<file path="src/rtl/x2_eval_pkg.sv">
// Shared definitions for the x2 approximate-synthesis QoR monitors.
//   state_t  : run-control FSM encoding (IDLE, RUN, DONE)
//   *_DEF    : default widths and run length for the x2 block
//   sat_add  : saturating add, generic up to 32-bit operands
package x2_eval_pkg;

    typedef enum logic [1:0] {
        IDLE = 2'd0,
        RUN  = 2'd1,
        DONE = 2'd2
    } state_t;

    localparam int OUT_W_DEF   = 7;
    localparam int SAMPLES_DEF = 1024;
    localparam int CNT_W_DEF   = 11;
    localparam int ACC_W_DEF   = 14;
    localparam int HAM_W_DEF   = 3;

    // Returns a + b clamped to lim. Callers pass the all-ones value of the
    // destination width as lim and truncate the result back to that width.
    function automatic logic [31:0] sat_add(input logic [31:0] a,
                                            input logic [31:0] b,
                                            input logic [31:0] lim);
        logic [32:0] sum;
        sum = {1'b0, a} + {1'b0, b};
        if (sum > {1'b0, lim})
            return lim;
        return sum[31:0];
    endfunction

endpackage

</file>
<file path="src/rtl/x2_popcount.sv">
// Combinational population count, shared by the QoR monitors.
//   vec : input vector (OUT_W bits)
//   cnt : number of set bits in vec (HAM_W bits)
module x2_popcount
    import x2_eval_pkg::*;
#(
    parameter int OUT_W = OUT_W_DEF,
    parameter int HAM_W = HAM_W_DEF
) (
    input  logic [OUT_W-1:0] vec,
    output logic [HAM_W-1:0] cnt
);

    always_comb begin
        cnt = '0;
        for (int i = 0; i < OUT_W; i++)
            cnt = cnt + HAM_W'(vec[i]);
    end

endmodule

</file>
<file path="src/rtl/x2_err_monitor.sv">
// Output-side error monitor for the x2 block. Each accepted pair of exact and
// approximate output vectors updates the run statistics used by QoR scoring.
//   clk, rst_n             : clock, asynchronous active-low reset
//   start                  : clear statistics and begin a run (IDLE/DONE only)
//   in_valid, in_ready     : pair handshake; transfer when both high
//   exact_out, approx_out  : reference and approximate output vectors
//   busy, done             : run in progress / run complete, results held
//   sample_cnt, err_cnt    : pairs accepted / pairs with any mismatch
//   ham_sum, ham_max       : sum and maximum of per-pair Hamming distance
//   bit_err                : per-bit mismatch counts, slice i = [i*CNT_W +: CNT_W]
module x2_err_monitor
    import x2_eval_pkg::*;
#(
    parameter int OUT_W   = OUT_W_DEF,
    parameter int SAMPLES = SAMPLES_DEF,
    parameter int CNT_W   = CNT_W_DEF,
    parameter int ACC_W   = ACC_W_DEF,
    parameter int HAM_W   = HAM_W_DEF
) (
    input  logic                   clk,
    input  logic                   rst_n,
    input  logic                   start,
    input  logic                   in_valid,
    output logic                   in_ready,
    input  logic [OUT_W-1:0]       exact_out,
    input  logic [OUT_W-1:0]       approx_out,
    output logic                   busy,
    output logic                   done,
    output logic [CNT_W-1:0]       sample_cnt,
    output logic [CNT_W-1:0]       err_cnt,
    output logic [ACC_W-1:0]       ham_sum,
    output logic [HAM_W-1:0]       ham_max,
    output logic [OUT_W*CNT_W-1:0] bit_err
);

    localparam logic [31:0]      CNT_MAX = 32'((64'd1 << CNT_W) - 64'd1);
    localparam logic [31:0]      ACC_MAX = 32'((64'd1 << ACC_W) - 64'd1);
    localparam logic [CNT_W-1:0] LAST    = CNT_W'(SAMPLES - 1);

    state_t           state;
    state_t           state_nx;
    logic [OUT_W-1:0] diff;
    logic [HAM_W-1:0] ham;
    logic             xfer;
    logic             clr;
    logic             last;

    assign diff = exact_out ^ approx_out;

    x2_popcount #(
        .OUT_W (OUT_W),
        .HAM_W (HAM_W)
    ) u_popcount (
        .vec (diff),
        .cnt (ham)
    );

    // in_ready is a flop that mirrors state == RUN, so a transfer can only
    // happen in RUN and in_valid never reaches in_ready combinationally.
    assign xfer = in_valid & in_ready;
    // start is honoured only outside RUN; a run cannot be restarted mid-way.
    assign clr  = start && (state != RUN);
    assign last = xfer && (sample_cnt == LAST);

    always_comb begin
        state_nx = state;
        case (state)
            IDLE:    if (start) state_nx = RUN;
            RUN:     if (last)  state_nx = DONE;
            DONE:    if (start) state_nx = RUN;
            default: state_nx = IDLE;
        endcase
    end

    always_ff @(posedge clk or negedge rst_n) begin
        if (!rst_n) begin
            state    <= IDLE;
            in_ready <= 1'b0;
            busy     <= 1'b0;
            done     <= 1'b0;
        end else begin
            state    <= state_nx;
            in_ready <= (state_nx == RUN);
            busy     <= (state_nx == RUN);
            done     <= (state_nx == DONE);
        end
    end

    always_ff @(posedge clk or negedge rst_n) begin
        if (!rst_n) begin
            sample_cnt <= '0;
            err_cnt    <= '0;
            ham_sum    <= '0;
            ham_max    <= '0;
        end else if (clr) begin
            sample_cnt <= '0;
            err_cnt    <= '0;
            ham_sum    <= '0;
            ham_max    <= '0;
        end else if (xfer) begin
            sample_cnt <= CNT_W'(sat_add(32'(sample_cnt), 32'd1, CNT_MAX));
            err_cnt    <= CNT_W'(sat_add(32'(err_cnt), 32'(|diff), CNT_MAX));
            ham_sum    <= ACC_W'(sat_add(32'(ham_sum), 32'(ham), ACC_MAX));
            if (ham > ham_max)
                ham_max <= ham;
        end
    end

    for (genvar i = 0; i < OUT_W; i++) begin : g_bit
        logic [CNT_W-1:0] cnt;

        always_ff @(posedge clk or negedge rst_n) begin
            if (!rst_n)
                cnt <= '0;
            else if (clr)
                cnt <= '0;
            else if (xfer)
                cnt <= CNT_W'(sat_add(32'(cnt), 32'(diff[i]), CNT_MAX));
        end

        assign bit_err[i*CNT_W +: CNT_W] = cnt;
    end

endmodule

</file>
<file path="config.mk">
export PLATFORM = sky130hd
export DESIGN_NAME = x2_err_monitor
export DESIGN_NICKNAME = d
export VERILOG_FILES = /design/src/rtl/x2_eval_pkg.sv /design/src/rtl/x2_popcount.sv /design/src/rtl/x2_err_monitor.sv
export SDC_FILE = /design/constraint.sdc
export NUM_CORES = 1
export LEC_CHECK = 0
export ABC_AREA = 1
export BUFFER_PORTS_ARGS = -buffer_cell sky130_fd_sc_hd__clkbuf_2
export CAP_MARGIN = 40
export CORE_ASPECT_RATIO = 0.6
export CORE_MARGIN = 2
export CORE_UTILIZATION = 50
export CTS_BUF_LIST = sky130_fd_sc_hd__clkbuf_4
export DETAILED_ROUTE_END_ITERATION = 7
export GPL_TIMING_DRIVEN = 0
export PLACE_DENSITY = 0.73
export SYNTH_ARGS = -nofsm -noshare
export SYNTH_HDL_FRONTEND = slang
export SYNTH_SLANG_ARGS = --single-unit
</file>
<file path="constraint.sdc">
create_clock -name clk -period 2 [get_ports clk]
set_input_delay 0.1 -clock clk [delete_from_list [all_inputs] [get_ports clk]]
set_output_delay 0.1 -clock clk [all_outputs]
set_load 0.05 [all_outputs]
</file>
==> flow_summary.json, run 1 <==
{
  "dp_cells": 1435,
  "synth-simple-area-share": 0.343,
  "synth_area_leaders": "dfrtp_1 38%, nand2_1 20%, inv_1 6.2%",
  "yosys-mux-area-fraction": 0,
  "tns_ns": -19.39,
  "cp_slowest_cell": "fa_1",
  "synth_top_family_by_area": "simple AND/OR/NAND/NOR gates",
  "critPathTopFamily": "adder cells",
  "synthTopCellsByCount": "424 x nand2_1, 130 x inv_1, 120 x dfrtp_1",
  "synth_cell_types": 41,
  "core_area_um2": 15300,
  "cpPeakStageDelay_ns": 0.49,
  "vias": 7697,
  "totalWireLength_um": 22100,
  "die_h_um": 101,
  "ys_ff_latch": 120,
  "instances_no_fill": 1475,
  "p_clk_frac": 0.171,
  "yosys.area.top_type_share": 0.383,
  "cts-root-buf": "clkbuf_4",
  "drtIter0Drc": 696,
  "synth-seq-area-share": 0.383,
  "synth_fa_ha_area_frac": 0.0549,
  "drtPass1Iterations": 5,
  "period_share": 1.61,
  "drive_above_1_share": 0.211,
  "rows": 35,
  "die_x_um": 166,
  "grt_max_degree": 68,
  "cp-start-kind": "input port",
  "grt.overflow.total": 0,
  "initial_utilization": 0.512,
  "p_switching_mw": 6.01,
  "synth-main-ff-cell": "dfrtp_1",
  "synth-compound-area-share": 0.0877,
  "antenna_found_initial": 0,
  "numCtsBuffers": 17,
  "drv_cap": 0,
  "critical_path_depth": 20,
  "syn_inst": 1095,
  "p_leak_nw": 5.11,
  "dpl.hpwl_um": 16000,
  "finalPower_mw": 11.8,
  "cts_buffer_depth": 2,
  "seqPwrFrac": 0.314,
  "die_area_um2": 16700,
  "finalClockSkew_ns": 0.0257,
  "cts_tree": "yes",
  "p_per_area_nw_per_um2": 1250,
  "fin_crit_ns": 3.21,
  "ios": 137,
  "port-buffer-count": 136,
  "max-slew-margin-rel": 0.592,
  "clock_latency_ns": 0.56,
  "crit_fanout": 10,
  "required_ns": 2.48,
  "yosysTopAreaCell": "dfrtp_1",
  "peakVddDrop_mv": 0.868,
  "drtAntennaViolNets": 0,
  "violations": "setup timing",
  "fmax_ghz": 0.311,
  "status": "finished with violations",
  "h-tree-depth": 4,
  "combPwrFrac": 0.515,
  "p_int_mw": 5.81,
  "async_reset_ff_frac": 1.00,
  "synth_most_common_cell": "nand2_1",
  "avgSynthCellArea_um2": 7.16,
  "synth-xor-area-share": 0.0391,
  "hp-class": "in -> async",
  "cts_sinks": 120,
  "syn2layout_area_growth_pct": 20.5,
  "drv_slew": 0,
  "cp-end-kind": "flop",
  "hold_slack_ns": 0.0598,
  "cp_cell_sequence": "buf_8 > xor2_4 > inv_2 > ha_4 > inv_2 > fa_1 > fa_1 > inv_1 > ha_2 > inv_2 > fa_2 > fa_2 > inv_2 > nand2_4 > a21oi_4 > nand4_1 > buf_6 > nand2_1 > nand2_1 > o21ai_1",
  "finalHoldViolCount": 0,
  "ys_warn_count": 0,
  "setup_viol": 17,
  "viasPerCell": 5.22,
  "syn_nets": 1145,
  "dpl_cell_area_um2": 8860,
  "grt_pass1_wl_um": 35800,
  "reg2reg_slack_ns": 0.04,
  "grt_pass1_vias": 7043,
  "cp_num_buf_inv": 7,
  "cpMostUsedCell": "inv_2",
  "grt_usage": 0.270,
  "path_class": "in -> reg",
  "antenna_cells": 0,
  "rsz0062_at_grt": "yes",
  "timing_worst_slew_pin_value_ns": 0.609,
  "cp.arrival_ns": 3.69,
  "worst_slack_ns": -1.21,
  "synth-edff-count": 0,
  "final_nets": 1309,
  "clkSlewWorstSetupHoldPaths_ns": 0.13,
  "drc_errors": 0,
  "wl_per_cell_um": 15.0,
  "switching_share": 0.508,
  "final_area_um2": 9450,
  "reg2regPathDepth": 11,
  "place.gp.congestion": 0.907,
  "syn_area_um2": 7840
}
power by group through the flow:
stage | clock network, mW | registers, mW | logic [mW]
finish | 2.02 | 3.71 | 6.08
global placement | 0 | 3.70 | 5.33
global route | 2.15 | 3.80 | 6.63
CTS | 2.04 | 3.68 | 5.74
floorplan | 0 | 5.52 | 2.26
detailed placement | 0 | 3.72 | 5.46
cell families (layout without fill, tap and decap cells):
kind of cell | Yosys count | in the layout
buffers and inverters | 165 | 342
XOR/XNOR | 35 | 35
AND/OR/NAND/NOR | 621 | 621
AO/OA/AOI/OAI | 122 | 122
adder cells (fa/ha/maj) | 32 | 32
flip-flops | 120 | 120
per-stage QoR:
step	setup WS (ns)	utilization
after global routing	-1.35	0.617
after floorplan	-1.50	-
after global placement	-2.08	0.576
final	-1.21	0.617
after detailed placement	-2.14	0.578
after CTS	-1.25	0.608
repair_timing:
item | 4_1_cts | 5_1_grt
setup buffers | 6 | 1
pin swaps | 10 | 9
hold endpoints to repair | 124 | 0
endpoints found under the setup margin | 17 | 21
hold buffers | 2 | 0
resized for setup | 18 | 29
placed cells by master, fill, tap and decap left out, types with 14 or more instances in the layout:
master / synthesis / layout
clkbuf_4: 0 / 19
xor2_1: 21 / 20
o21ai_0: 74 / 67
nand2_1: 424 / 418
clkbuf_2: 0 / 133
nor2_1: 51 / 50
a21oi_1: 15 / 14
ha_1: 28 / 20
nor3_1: 17 / 17
nand4_1: 24 / 24
dfrtp_1: 120 / 120
inv_1: 130 / 123
nand3_1: 78 / 74
final cells by class:
cell class / instances / area, um2
Timing Repair Buffer: 146 / 820
Sequential cell: 120 / 3000
Buffer: 30 / 219
Clock buffer: 19 / 143
Inverter: 134 / 510
Multi-Input combinational cell: 810 / 4330
Tap cell: 203 / 254
Fill cell: 1434 / 5870
Clock inverter: 13 / 179
sequential cells by signal (all words and copies together), names as in the netlist:
register and cells:
state 2, sample_cnt 11, ham_max 3, busy 1
err_cnt 11, ham_sum 14, done 1, g_bit.cnt 77
path summary, 6_finish.rpt:
kind                                                  start                           to
min in group clk                                   in_valid       ham_sum[5]$_DFFE_PN0P_
worst min register to register  g_bit[2].cnt[0]$_DFFE_PN0P_  g_bit[2].cnt[0]$_DFFE_PN0P_
max in group asynchronous                             rst_n  g_bit[0].cnt[7]$_DFFE_PN0P_
worst max register to register       ham_sum[0]$_DFFE_PN0P_       ham_sum[6]$_DFFE_PN0P_
worst min-delay path                                  rst_n  g_bit[2].cnt[5]$_DFFE_PN0P_
worst max-delay path                           exact_out[0]       ham_sum[6]$_DFFE_PN0P_
routing by layer:
layer / GRT usage / share of wire / vias to the layer above
met4: 0.0729 / 0.013 / 0
li1: - / - / 3830
met2: 0.394 / 0.41 / 278
met1: 0.398 / 0.49 / 3561
met5: 0 / 0 / -
met3: 0.0691 / 0.081 / 28
(Power assumes the default switching activity.)
==> run 2, diff against run 1 <==
--- a/config.mk
+++ b/config.mk
@@ -10,11 +10,11 @@
 export CAP_MARGIN = 40
 export CORE_ASPECT_RATIO = 0.6
 export CORE_MARGIN = 2
-export CORE_UTILIZATION = 50
+export CORE_UTILIZATION = 45
 export CTS_BUF_LIST = sky130_fd_sc_hd__clkbuf_4
 export DETAILED_ROUTE_END_ITERATION = 7
 export GPL_TIMING_DRIVEN = 0
-export PLACE_DENSITY = 0.73
+export PLACE_DENSITY = 0.67
 export SYNTH_ARGS = -nofsm -noshare
 export SYNTH_HDL_FRONTEND = slang
 export SYNTH_SLANG_ARGS = --single-unit
==> run 2 against run 1 <==
  * The flow still finishes with violations (setup timing)
  * Die area increased by 11%
  * Maximum frequency decreased by 0.78%
  * Sequential share of layout area increased by 0.36 points
  * Count of clock-buffer cells in the layout decreased by 2
  * Hold slack got worse by 0.0060 ns
  * Non-clock buffer count decreased by 3
  * Critical endpoint is now ham_sum[5]$_DFFE_PN0P_
  * Sequential power about the same
  * Clock power decreased by 2%
  * Cell area decreased by 1.1%
  * Largest cell class unchanged
==> flow_summary.json, run 2 (synthesized netlist as in run 1, its figures left out) <==
{
  "drc_errors": 0,
  "p_per_area_nw_per_um2": 1220,
  "cts-root-buf": "clkbuf_4",
  "drtIter0Drc": 605,
  "finalPower_mw": 11.4,
  "violations": "setup timing",
  "cp-end-kind": "flop",
  "finalClockSkew_ns": 0.0251,
  "h-tree-depth": 4,
  "final_common_cell": "nand2_1",
  "cp_cell_sequence": "buf_8 > xor2_4 > inv_1 > ha_1 > inv_2 > fa_1 > fa_1 > inv_1 > ha_2 > inv_2 > fa_2 > fa_2 > inv_2 > nand2_4 > a21oi_4 > nand4_1 > buf_6 > o21ai_0 > nand2_1 > nand2_1",
  "antenna_cells": 0,
  "peakVddDrop_mv": 0.725,
  "cpPeakStageDelay_ns": 0.50,
  "rsz0062_at_grt": "yes",
  "cp-start-kind": "input port",
  "die_area_um2": 18500,
  "fmax_ghz": 0.309,
  "vias": 7595,
  "core_area_um2": 17100,
  "reg2reg_slack_ns": 0.10,
  "fin_crit_ns": 3.24,
  "drtPass1Iterations": 7,
  "port-buffer-count": 136,
  "instances_no_fill": 1502,
  "clkSlewWorstSetupHoldPaths_ns": 0.12,
  "critical_path_depth": 20,
  "hold_slack_ns": 0.0538,
  "syn2layout_area_growth_pct": 19.2,
  "initial_utilization": 0.459,
  "p_leak_nw": 5.08,
  "grt_max_degree": 81,
  "grt_pass1_vias": 6661,
  "required_ns": 2.46,
  "path_class": "in -> reg",
  "grt_usage": 0.238,
  "timing_worst_slew_pin_value_ns": 0.556,
  "cp_slowest_cell": "fa_1",
  "antenna_found_initial": 0,
  "drv_cap": 0,
  "cp_num_buf_inv": 7,
  "setup_viol": 17,
  "worst_slack_ns": -1.24,
  "wl_per_cell_um": 14.5,
  "clock_latency_ns": 0.51,
  "finalHoldViolCount": 0,
  "largest_register_ffs": 77,
  "cpMostUsedCell": "inv_2",
  "die_x_um": 174,
  "period_share": 1.62,
  "place.gp.congestion": 0.855,
  "rows": 37,
  "layout_common_cells": "417 x nand2_1, 133 x clkbuf_2, 126 x inv_1",
  "final_nets": 1306,
  "dpl_cell_area_um2": 8900,
  "dp_cells": 1466,
  "drv_slew": 0,
  "tns_ns": -20.38,
  "dpl.hpwl_um": 15900,
  "critPathTopFamily": "adder cells",
  "largestRegisters": "g_bit.cnt x77, ham_sum x14",
  "cp.arrival_ns": 3.70,
  "totalWireLength_um": 21800,
  "grt.overflow.total": 0,
  "status": "finished with violations",
  "viasPerCell": 5.06,
  "hp-class": "in -> async",
  "die_h_um": 106,
  "cts_buffer_depth": 2,
  "ios": 137,
  "reg2regPathDepth": 11,
  "cts_tree": "yes",
  "crit_fanout": 10,
  "top_register": "g_bit.cnt",
  "drtAntennaViolNets": 0,
  "drive_above_1_share": 0.196,
  "max-slew-margin-rel": 0.627,
  "cts_sinks": 120,
  "numCtsBuffers": 17,
  "grt_pass1_wl_um": 34900,
  "final_area_um2": 9350
}
run 2: changes by cell type in the layout (fill, tap and decap cells not counted), moves of 3 or more:
cell	before	now
buf_6	12	9
ha_1	20	25
ha_4	5	2
inv_1	123	126
inv_2	9	6
nand2_2	6	9
nand3_1	74	77
run 2: worst register-to-register path, cell delays in order, from the launching register on:
cell     delay, ns
dfrtp_1       0.39
ha_1          0.21
inv_1         0.07
fa_2          0.37
inv_2         0.08
nand2_4       0.07
a21oi_4       0.14
nand4_1       0.15
buf_6         0.19
o21ai_0       0.07
nand2_1       0.07
nand2_1       0.05
run 2: path summary, 6_finish.rpt:
kind / start / endpoint
setup / recovery: exact_out[0] / ham_sum[5]$_DFFE_PN0P_
setup reg to reg: ham_sum[0]$_DFFE_PN0P_ / ham_sum[5]$_DFFE_PN0P_
min in group clk: in_valid / g_bit[6].cnt[7]$_DFFE_PN0P_
max in group asynchronous: rst_n / sample_cnt[8]$_DFFE_PN0P_
hold / removal: rst_n / g_bit[4].cnt[6]$_DFFE_PN0P_
hold reg to reg: state[0]$_DFF_PN0_ / state[0]$_DFF_PN0_
run 2: power by group:
group / switching (mW) / internal, mW
logic: 4.08 / 1.64
clock network: 0.995 / 0.973
registers: 0.754 / 2.98
total: 5.83 / 5.59
run 2: through the flow:
stage / util / worst slack, ns
after floorplan: - / -1.50
after global placement: 0.519 / -2.01
after detailed placement: 0.521 / -2.03
after CTS: 0.545 / -1.26
after global routing: 0.547 / -1.39
final: 0.547 / -1.24
run 2: metal layers:
layer	global-route usage	wire length [um]	part of all wire	vias up
met5	0	0	0	-
li1	-	-	-	3818
met3	0.0472	1380	0.063	11
met2	0.348	9010	0.41	227
met1	0.364	11200	0.52	3539
met4	0.0456	129	0.0059	0
run 2: final cells by class:
| type | instances | area, um2 |
|---|---|---|
| Inverter | 134 | 510 |
| Timing Repair Buffer | 143 | 786 |
| Fill cell | 1605 | 7730 |
| Multi-Input combinational cell | 810 | 4230 |
| Clock inverter | 14 | 181 |
| Sequential cell | 120 | 3000 |
| Buffer | 30 | 219 |
| Clock buffer | 17 | 128 |
| Tap cell | 234 | 293 |
run 2: timing repair:
| item | in CTS | in global routing |
|---|---|---|
| endpoints found under the hold margin | 123 | 0 |
| setup buffers | 3 | 1 |
| resized for setup | 12 | 12 |
| pin swaps | 7 | 5 |
| endpoints found under the setup margin | 17 | 18 |
| hold buffers | 2 | 0 |
==> run 3, diff against run 2 <==
--- a/config.mk
+++ b/config.mk
@@ -15,6 +15,7 @@
 export DETAILED_ROUTE_END_ITERATION = 7
 export GPL_TIMING_DRIVEN = 0
 export PLACE_DENSITY = 0.67
+export REMOVE_ABC_BUFFERS = 1
 export SYNTH_ARGS = -nofsm -noshare
 export SYNTH_HDL_FRONTEND = slang
 export SYNTH_SLANG_ARGS = --single-unit
==> run 3 against run 2 <==
  * The run still ends with setup timing left
  * Cell count shrank 1.2%
  * Clock skew grew 0.0036 ns
  * Register-to-register slack got worse by 0.11 ns
  * Via count is 1.2% lower
  * Hold slack better by 0.15 ns
  * Sequential power barely moved
==> flow_summary.json, run 3 (synthesized netlist as in run 1, its figures left out) <==
{
  "viasPerCell": 5.06,
  "h-tree-depth": 4,
  "drc_errors": 0,
  "cts-root-buf": "clkbuf_4",
  "crit_fanout": 5,
  "top_register": "g_bit.cnt",
  "numCtsBuffers": 17,
  "largestRegisters": "g_bit.cnt x77, ham_sum x14",
  "worst_slack_ns": -1.32,
  "cts_tree": "yes",
  "cts_sinks": 120,
  "wl_per_cell_um": 14.1,
  "antenna_found_initial": 0,
  "grt_pass1_vias": 6578,
  "rows": 37,
  "dpl.hpwl_um": 14100,
  "drv_cap": 0,
  "finalHoldViolCount": 0,
  "drtPass1Iterations": 5,
  "worstHoldStart": "exact_out[4]",
  "fin_crit_ns": 3.32,
  "drtAntennaViolNets": 0,
  "final_area_um2": 9300,
  "required_ns": 2.44,
  "cp.arrival_ns": 3.76,
  "grt_usage": 0.226,
  "die_h_um": 106,
  "p_per_area_nw_per_um2": 1220,
  "die_area_um2": 18500,
  "initial_utilization": 0.459,
  "p_leak_nw": 5.02,
  "finalClockSkew_ns": 0.0288,
  "grt.overflow.total": 0,
  "path_class": "in -> reg",
  "cpMostUsedCell": "inv_2",
  "finalPower_mw": 11.3,
  "fmax_ghz": 0.301,
  "antenna_cells": 0,
  "r2r-start": "ham_sum[0]$_DFFE_PN0P_",
  "hold_slack_ns": 0.208,
  "status": "finished with violations",
  "timing_worst_slew_pin_value_ns": 0.719,
  "final_common_cell": "nand2_1",
  "worstSetupStartpoint": "approx_out[0]",
  "largest_register_ffs": 77,
  "cts_buffer_depth": 2,
  "vias": 7502,
  "cpPeakStageDelay_ns": 0.49,
  "hp-class": "in -> reg",
  "max-slew-margin-rel": 0.520,
  "port-buffer-count": 136,
  "cp-start-kind": "input port",
  "dp_cells": 1437,
  "syn2layout_area_growth_pct": 18.5,
  "die_x_um": 174,
  "n_fill_cell": 1659,
  "grt_max_degree": 93,
  "totalWireLength_um": 21000,
  "final_nets": 1289,
  "ios": 137,
  "clock_latency_ns": 0.53,
  "drtIter0Drc": 650,
  "cp_num_buf_inv": 7,
  "period_share": 1.66,
  "dp_slack_ns": -2.54,
  "violations": "setup timing",
  "instances_no_fill": 1484,
  "peakVddDrop_mv": 0.641,
  "cp-end-kind": "flop",
  "grt_pass1_wl_um": 33800,
  "drive_above_1_share": 0.194,
  "rsz0062_at_grt": "yes",
  "setup_viol": 17,
  "core_area_um2": 17100,
  "layout_common_cells": "419 x nand2_1, 133 x clkbuf_2, 125 x inv_1",
  "drv_slew": 0,
  "dpl_cell_area_um2": 8680,
  "cp_slowest_cell": "fa_1",
  "place.gp.congestion": 0.861,
  "cp_cell_sequence": "buf_8 > xor2_4 > inv_2 > ha_4 > inv_2 > fa_1 > fa_1 > inv_1 > ha_2 > inv_2 > fa_2 > fa_2 > inv_2 > nand2_4 > a21oi_4 > nand4_1 > buf_6 > nand2_1 > nand2_1 > o21ai_2",
  "clkSlewWorstSetupHoldPaths_ns": 0.10,
  "critPathTopFamily": "adder cells"
}
[run 3: changes by cell type in the layout (fill, tap and decap cells not counted), moves of 3 or more]
cell,delta
buf_6,-7
buf_4,+4
ha_1,-3
nand2_2,-4
o21ai_2,+3
buf_2,-12
clkbuf_1,-6
[run 3: worst paths after layout]
check,end,slack [ns],cells past startpoint
max,ham_sum[1]$_DFFE_PN0P_,-1.32,20
min,g_bit[4].cnt[0]$_DFFE_PN0P_,0.21,8
max reg2reg,ham_sum[1]$_DFFE_PN0P_,-0.01,11
min reg2reg,g_bit[5].cnt[0]$_DFFE_PN0P_,0.53,2
max in group asynchronous,g_bit[4].cnt[3]$_DFFE_PN0P_,0.25,4
min in group asynchronous,g_bit[6].cnt[5]$_DFFE_PN0P_,0.54,3
[run 3: area by class of cell]
type,instances,area (um2),area share
Tap cell,234,293,0.0315
Timing Repair Buffer,155,921,0.0990
Multi-Input combinational cell,811,4310,0.463
Clock buffer,19,143,0.0153
Inverter,134,520,0.0560
Clock inverter,11,109,0.0117
Sequential cell,120,3000,0.323
[run 3: timing repair]
item                       in CTS  in global routing
cloned                          1                  1
hold endpoints to repair      124                  0
hold buffers                    4                  0
setup buffers                   9                  2
gates resized for setup        33                 22
setup endpoints to repair      71                 85
pin swaps                      18                  9
[run 3: routing by layer]
| layer | wire (um) | up-vias | global-route usage |
|---|---|---|---|
| met5 | 0 | - | 0 |
| met4 | 122 | 0 | 0.0450 |
| met3 | 1590 | 13 | 0.0536 |
| met2 | 8660 | 250 | 0.319 |
| met1 | 10600 | 3450 | 0.348 |
| li1 | - | 3789 | - |
[run 3: worst min-delay path, cell delays in order]
cell and delay (ns):
clkbuf_2 0.09, xnor2_1 0.10, inv_1 0.11, ha_1 0.13
inv_1 0.03, nand2_1 0.05, nand2_1 0.04, nand2_1 0.04
[run 3: power breakdown]
group          leakage, nW  switching [mW]  internal [mW]
combinational         3.31            4.13           1.78
clock                0.134           0.958          0.736
sequential            1.58           0.749           2.98
[run 3: through the flow]
stage          TNS (ns)  utilization
2_1_floorplan    -53.37            -
5_1_grt          -22.78        0.544
3_5_place_dp     -56.58        0.508
6_report         -20.78        0.544
3_3_place_gp    -211.87        0.503
4_1_cts          -25.54        0.537
